**config.mk**
```make
export PLATFORM = sky130hd
export DESIGN_NAME = ifu_fetch
export DESIGN_NICKNAME = d
export VERILOG_FILES = /design/src/rtl/ifu_fetch.sv
export SDC_FILE = /design/constraint.sdc
export NUM_CORES = 1
export LEC_CHECK = 0
export ABC_AREA = 1
export CAP_MARGIN = 20
export CORE_AREA = 2 2 110 112
export DETAILED_ROUTE_END_ITERATION = 10
export DIE_AREA = 0 0 112 114
export PLACE_DENSITY = 0.87
export SLEW_MARGIN = 5
export SYNTH_ARGS = -nofsm -noshare
export SYNTH_HDL_FRONTEND = slang
export SYNTH_SLANG_ARGS = --single-unit
```
**constraint.sdc**
```tcl
create_clock -name clk -period 1.99 [get_ports clk]
set_input_delay 0.398 -clock clk [delete_from_list [all_inputs] [get_ports clk]]
set_output_delay 0.398 -clock clk [all_outputs]
set_load 0.05 [all_outputs]
```
**src/rtl/ifu_fetch.sv**
```systemverilog
// Instruction fetch unit: fetches one word at a time from instruction memory,
// holds it for the decoder, waits for execute to retire it, then moves the PC
// to the committed next PC. Faults and EBREAK park the unit until reset.
module ifu_fetch #(
  parameter logic [31:0] RESET_PC = 32'h8000_0000
) (
  input  logic        clk,
  input  logic        rst_n,
  output logic        imem_req,
  output logic [31:0] imem_addr,
  input  logic        imem_ready,
  input  logic        imem_rvalid,
  input  logic [31:0] imem_rdata,
  input  logic        imem_err,
  output logic [31:0] inst,
  output logic        inst_valid,
  input  logic        inst_ready,
  output logic [31:0] pc,
  input  logic        commit_valid,
  input  logic [31:0] commit_npc,
  input  logic        commit_halt,
  output logic        halted,
  output logic [1:0]  fault,
  output logic [31:0] retired
);

  typedef enum logic [2:0] {
    S_REQ,
    S_WAIT,
    S_HOLD,
    S_EXEC,
    S_STOP
  } state_t;

  localparam logic [1:0] FAULT_NONE  = 2'b00;
  localparam logic [1:0] FAULT_FETCH = 2'b01;
  localparam logic [1:0] FAULT_ALIGN = 2'b10;

  state_t state;
  state_t state_nxt;

  // Qualified events; responses and commits outside their own state are ignored.
  logic rsp_ok;
  logic rsp_err;
  logic commit;
  logic npc_misaligned;

  assign rsp_ok         = (state == S_WAIT) && imem_rvalid && !imem_err;
  assign rsp_err        = (state == S_WAIT) && imem_rvalid &&  imem_err;
  assign commit         = (state == S_EXEC) && commit_valid;
  assign npc_misaligned = (commit_npc[1:0] != 2'b00);

  // The reset state is REQ, so the request is masked while rst_n is low.
  assign imem_req   = (state == S_REQ) && rst_n;
  assign imem_addr  = {pc[31:2], 2'b00};
  assign inst_valid = (state == S_HOLD);
  assign halted     = (state == S_STOP);

  // State register.
  // NOTE: sequential state uses non-blocking assignments so every register
  // samples pre-edge values, independent of block ordering.
  always_ff @(posedge clk or negedge rst_n) begin
    if (!rst_n) state <= S_REQ;
    else        state <= state_nxt;
  end

  // Next-state logic.
  // NOTE: state_nxt gets a default before the case so no path leaves it
  // unassigned, which would infer a latch.
  always_comb begin
    state_nxt = state;
    case (state)
      S_REQ:  if (imem_ready)  state_nxt = S_WAIT;
      S_WAIT: if (imem_rvalid) state_nxt = imem_err ? S_STOP : S_HOLD;
      S_HOLD: if (inst_ready)  state_nxt = S_EXEC;
      S_EXEC: begin
        if (commit_valid) begin
          // Halt wins over a misaligned target in the same commit.
          if (commit_halt)         state_nxt = S_STOP;
          else if (npc_misaligned) state_nxt = S_STOP;
          else                     state_nxt = S_REQ;
        end
      end
      S_STOP:  state_nxt = S_STOP;
      default: state_nxt = S_REQ;
    endcase
  end

  // Instruction latch, PC, sticky fault cause and retirement counter.
  always_ff @(posedge clk or negedge rst_n) begin
    if (!rst_n) begin
      inst    <= '0;
      pc      <= {RESET_PC[31:2], 2'b00};
      fault   <= FAULT_NONE;
      retired <= '0;
    end else begin
      if (rsp_ok)  inst  <= imem_rdata;
      if (rsp_err) fault <= FAULT_FETCH;
      if (commit) begin
        retired <= retired + 32'd1;
        if (!commit_halt) begin
          if (npc_misaligned) fault <= FAULT_ALIGN;
          else                pc    <= commit_npc;
        end
      end
    end
  end

endmodule

```
-- Yosys cells after proc, flatten, opt, wreduce, memory -nomap -nowiden
Index checks and enable logic that the tools add are counted.
- output and inout port bits: 133
- flip-flop bits (word level): 101
- bits of input ports: 72
- word-level logic and storage cells: 38
- muxes and demuxes: 12
- add/subtract/negate cells: 1
- bitwise operators: 2
- eq/ne operators: 8
- reduce and logical (&&, ||, !) cells: 10
- operator list (kind ; count):
    adder 32 x 1 -> 32 bit, second input constant ; 1
    2-to-1 mux 3 bit ; 7
    case mux 3 bit (5 select lines) ; 1
    2-to-1 mux 2 bit ; 4
    == test 3 x 2 -> 1 bit, second input constant ; 2
    inequality test 2 bit, second input constant ; 3
    logical AND 1 bit ; 5
    AND reduction 4 bit ; 1
    == test 3 x 1 -> 1 bit, second input constant ; 1
    == test 3 bit, second input constant ; 1
    logical NOT 3 bit ; 1
    AND reduction 3 bit ; 1
    inequality test 2 x 1 -> 1 bit, second input constant ; 1
    NOT 1 bit ; 2
    nonzero test 2 bit ; 1
    logical NOT 1 bit ; 1

-- Longest topological paths before layout
- depth after elaboration: 7
- gate-level depth with buffers: 9
- gate-level depth less buffers: 9

-- Worst setup path before layout
Ideal clock, no wire load.
- path kind: register to output
- start: register state[1]
- end: output port halted
- data arrival time: 1.668 ns
- data required time: 1.592 ns
- buffers on the path: 1
- path slack: -0.076 ns
- cell stages (with the launch flop): 3
- cell sequence: dfrtp_1 buf_2 nor3_1
- longest elaborated chain between the ends: 1
- ends and longest elaborated chain (what ; RTL line ; RTL):
    start: declaration ; 39 ; state_t state;
    start signal: assignment ; 64 ; else state <= state_nxt;
    == test 3 bit ; 57 ; assign halted = (state == S_STOP);
    end: declaration ; 22 ; output logic halted,
No other way between the ends.

-- Final worst setup path
- start: register retired[31]
- end: output port retired[31]
- RTL lines (what ; RTL line ; RTL):
    start: declaration ; 24 ; output logic [31:0] retired
    start signal: assignment ; 100 ; retired <= retired + 32'd1;
No word-level cell between the ends.

==> summary.md <==
* finished, final reports clean — run status
* flop — startpoint class of the critical path
* 205 — io pins
* 3991 — routed via count
* 9 — number of buffers inserted during clock tree synthesis
* 761 — final-stage net count
* 14.57 um — drt wl/cell
* 0.04129 — post-synthesis compound-gate area fraction
* 0.1811 — post-synthesis share of cell area spent on and, or, nand and nor gates
* 2 — Max Buffers Root-to-Sink
* clkdlybuf4s50_1 — slowest CP cell
* 101 — CTS sink count
* 37 — number of library cell types mapped by synthesis
* 0.176 — part of the total power dissipated in the clock network
* 101 — FF+latch count, synth
* nand2_1 — top-count cell post-synth
* 0.1443 — share of post-route cells with drive strength above 1
* reg -> out — startpoint-to-endpoint class of the critical path
* 1.000 — proportion of synthesized flip-flops having asynchronous set or reset
* 102 — maximum number of pins on one net before global-route repair
* 0.002565 — fraction of the mapped netlist area in adder cells
* 0 — YS warnings
* 0.09079 — mux share of post-synthesis cell area
* 1.59 ns — required time of the critical path
* 840 — final cell count without fillers
* 0.07 ns — clock slew at reported path FFs
* 0.6213 — utilization after layout
* 0 — antenna violations before repair
* 0 — remaining design rule violation count
* 12770 um2 — overall die area
* 0 — grt total ovfl
* 0.5845 ns — measured slew at the worst slew-check pin
* 0.6103 — remaining max-slew budget at the tightest pin
* 0.5104 GHz — Achievable Freq
* 112 um — Die X-Extent
* 0.001296 V — worst IR drop on VDD
* 9.699 um2 — post-synthesis area per instance
* 1.959 ns — final critical path time including I/O delays and setup
* 108 x nand2_1, 100 x dfrtp_1, 76 x inv_1 — commonest cells in the synthesized netlist
* 1.56 ns — arrival time reported for the critical path endpoint
* 0 — final count of pins violating max slew
* 202 — # port buffers
* 0 — Finish-stage setup viols
* 0.009406 ns — clock tree skew after final layout
* 1622 nW/um2 — total power density per cell area
* 4.751 — via count normalized by instance count
* 5.553 mW — net switching power of the design
* 0.276 — share of power burned in registers
* 40 — FP Rows
* 0.548 — combinational share of power
* 824 — Post-Place Cells
* 12.24 mm — routed wire length
* 4 — first-pass iteration count of the detailed router
* 7276 um2 — post-route cell area
* simple AND/OR/NAND/NOR gates — dominant combinational cell family by area after synthesis
* 0.4706 — switching part of the total
* 6.246 mW — internal power component
* 1 — Crit path buffers/inverters
* 0 — antenna-violating nets left
* dfrtp_1 51%, mux2_4 8.6%, nand2_1 8.3% — synth top area cells
* 0.5130 — area share of the largest cell type after synthesis
* 0.1932 — global routing usage summed across all routing layers
* 0 — number of synthesized flops with an enable pin
* dfrtp_1 — commonest register cell after synthesis
* 3993 — via count of the first global-routing pass
* 11710 um2 — core box area
* 0.5183 — sequential fraction of the synthesis area
* 227 — Starting DRT DRC Count
* clkdlybuf4s50_1 — cell chain of the critical path
* 0.4166 — initial core utilization
* 19.81 mm — first-pass GRT wire length
* 0 — number of hold-slack violations in the final timing report
* 503 — number of standard cells after synthesis
* 0 — hold buffers post-CTS
* 9.377 mm — post-detail-place hpwl
* 0.9845 — fraction of the cycle the final worst path needs
* dfrtp_1 — post-synth top area cell
* 3 — number of H-tree levels
* 6878 um2 — Cell Area, Placed
* 114 um — floorplan die height
* 0 — Inserted Diodes
* 3 — maximum fanout encountered on the critical timing path
* 11.80 mW — post-route total power
* buffers and inverters — Top Family by Delay on Critical Path
* done — CTS tree
* 4878 um2 — total standard cell area after synthesis
* in -> async — Hold WC Path Type
* 0.8343 — routability cong.
* 3.757 nW — reported leakage power
* 49.14% — layout-stage area growth over the synthesis result
* clkbuf_16 — clock root cell
* primary output — kind of end point of the critical path
* 0.34 ns — Clk Latency, worst-skew pair
* 0.03770 — fraction of synthesized cell area in xor and xnor cells
* 0.83 ns — CP peak stage delay
* 0 — max-capacitance violation count
layout by cell type (no fill, tap or decap), types with 15 or more instances in the layout:
cell / count
clkdlybuf4s50_1: 155
nand2_1: 108
dfrtp_1: 100
inv_1: 76
buf_4: 33
nor2_1: 31
o21ai_0: 31
mux2_4: 28
nand3_1: 19
dlymetal6s2s_1: 17
xor2_1: 15
power by group through the flow:
stage               clock network, mW  registers (mW)  logic [mW]
finish                           2.07            3.26        6.47
global route                     2.23            3.35        6.72
CTS                              2.12            3.27        6.52
detailed placement                  0            3.30        6.52
floorplan                           0            5.42        2.39
global placement                    0            3.25        6.42
flip-flops by register name, summed over array words and instances, names as in the netlist:
signal   count
fault        2
inst        32
state        3
pc          32
retired     32
metal layers:
| metal | routed length, um | part of all wire | vias to the layer above | track usage |
|---|---|---|---|---|
| li1 | - | - | 1908 | - |
| met1 | 5040 | 0.41 | 1901 | 0.2364 |
| met2 | 6032 | 0.49 | 158 | 0.3329 |
| met3 | 868 | 0.071 | 24 | 0.04835 |
| met4 | 297 | 0.024 | 0 | 0.07154 |
| met5 | 0 | 0 | - | 0 |
layout make-up:
class	count	area, um2
fillers	945	4436
flip-flops and latches	101	2529
repair buffers	215	2178
multi-input cells	284	1737
inverters	77	289.0
clock buffers	11	252.7
well taps	147	183.9
clock inverters	5	106.4
path summary, 6_finish.rpt:
check,from,slack (ns),end,cells after the start
hold / removal,rst_n,0.11,retired[3],2
setup reg to reg,retired[0],0.33,retired[20],7
max in group asynchronous,rst_n,1.39,inst[10],2
hold reg to reg,inst[26],0.48,inst[26],2
setup / recovery,retired[31],0.03,retired[31],1
min in group clk,inst[26],0.48,inst[26],2
logic make-up (layout without fill, tap and decap cells):
logic type                 after synthesis  in the layout
and+or+nand+nor                        191            191
buffers and inverters                  119            308
DFF                                    101            101
AOI/OAI and AO/OA                       39             39
muxes                                   30             30
xor gates and xnor gates                21             21
adders and majority gates                1              1
other                                    1              2
stage by stage:
stage                     hold slack (ns)   TNS [ns]  setup WS, ns
after floorplan                    0.1024          0        0.2119
after global placement             0.4697          0      0.001461
after detailed placement           0.4743    -0.8499      -0.04993
after CTS                          0.1971          0      0.002558
after global routing               0.2102  -0.003450     -0.003450
final                              0.1122          0       0.03089
timing repair:
| action | 4_1_cts | 5_1_grt |
|---|---|---|
| setup buffers | 0 | 0 |
| hold endpoints to repair | 0 | 0 |
| setup endpoints to repair | 3 | 16 |
| gates resized for setup | 3 | 17 |
Power figures use the tool's default switching activity.
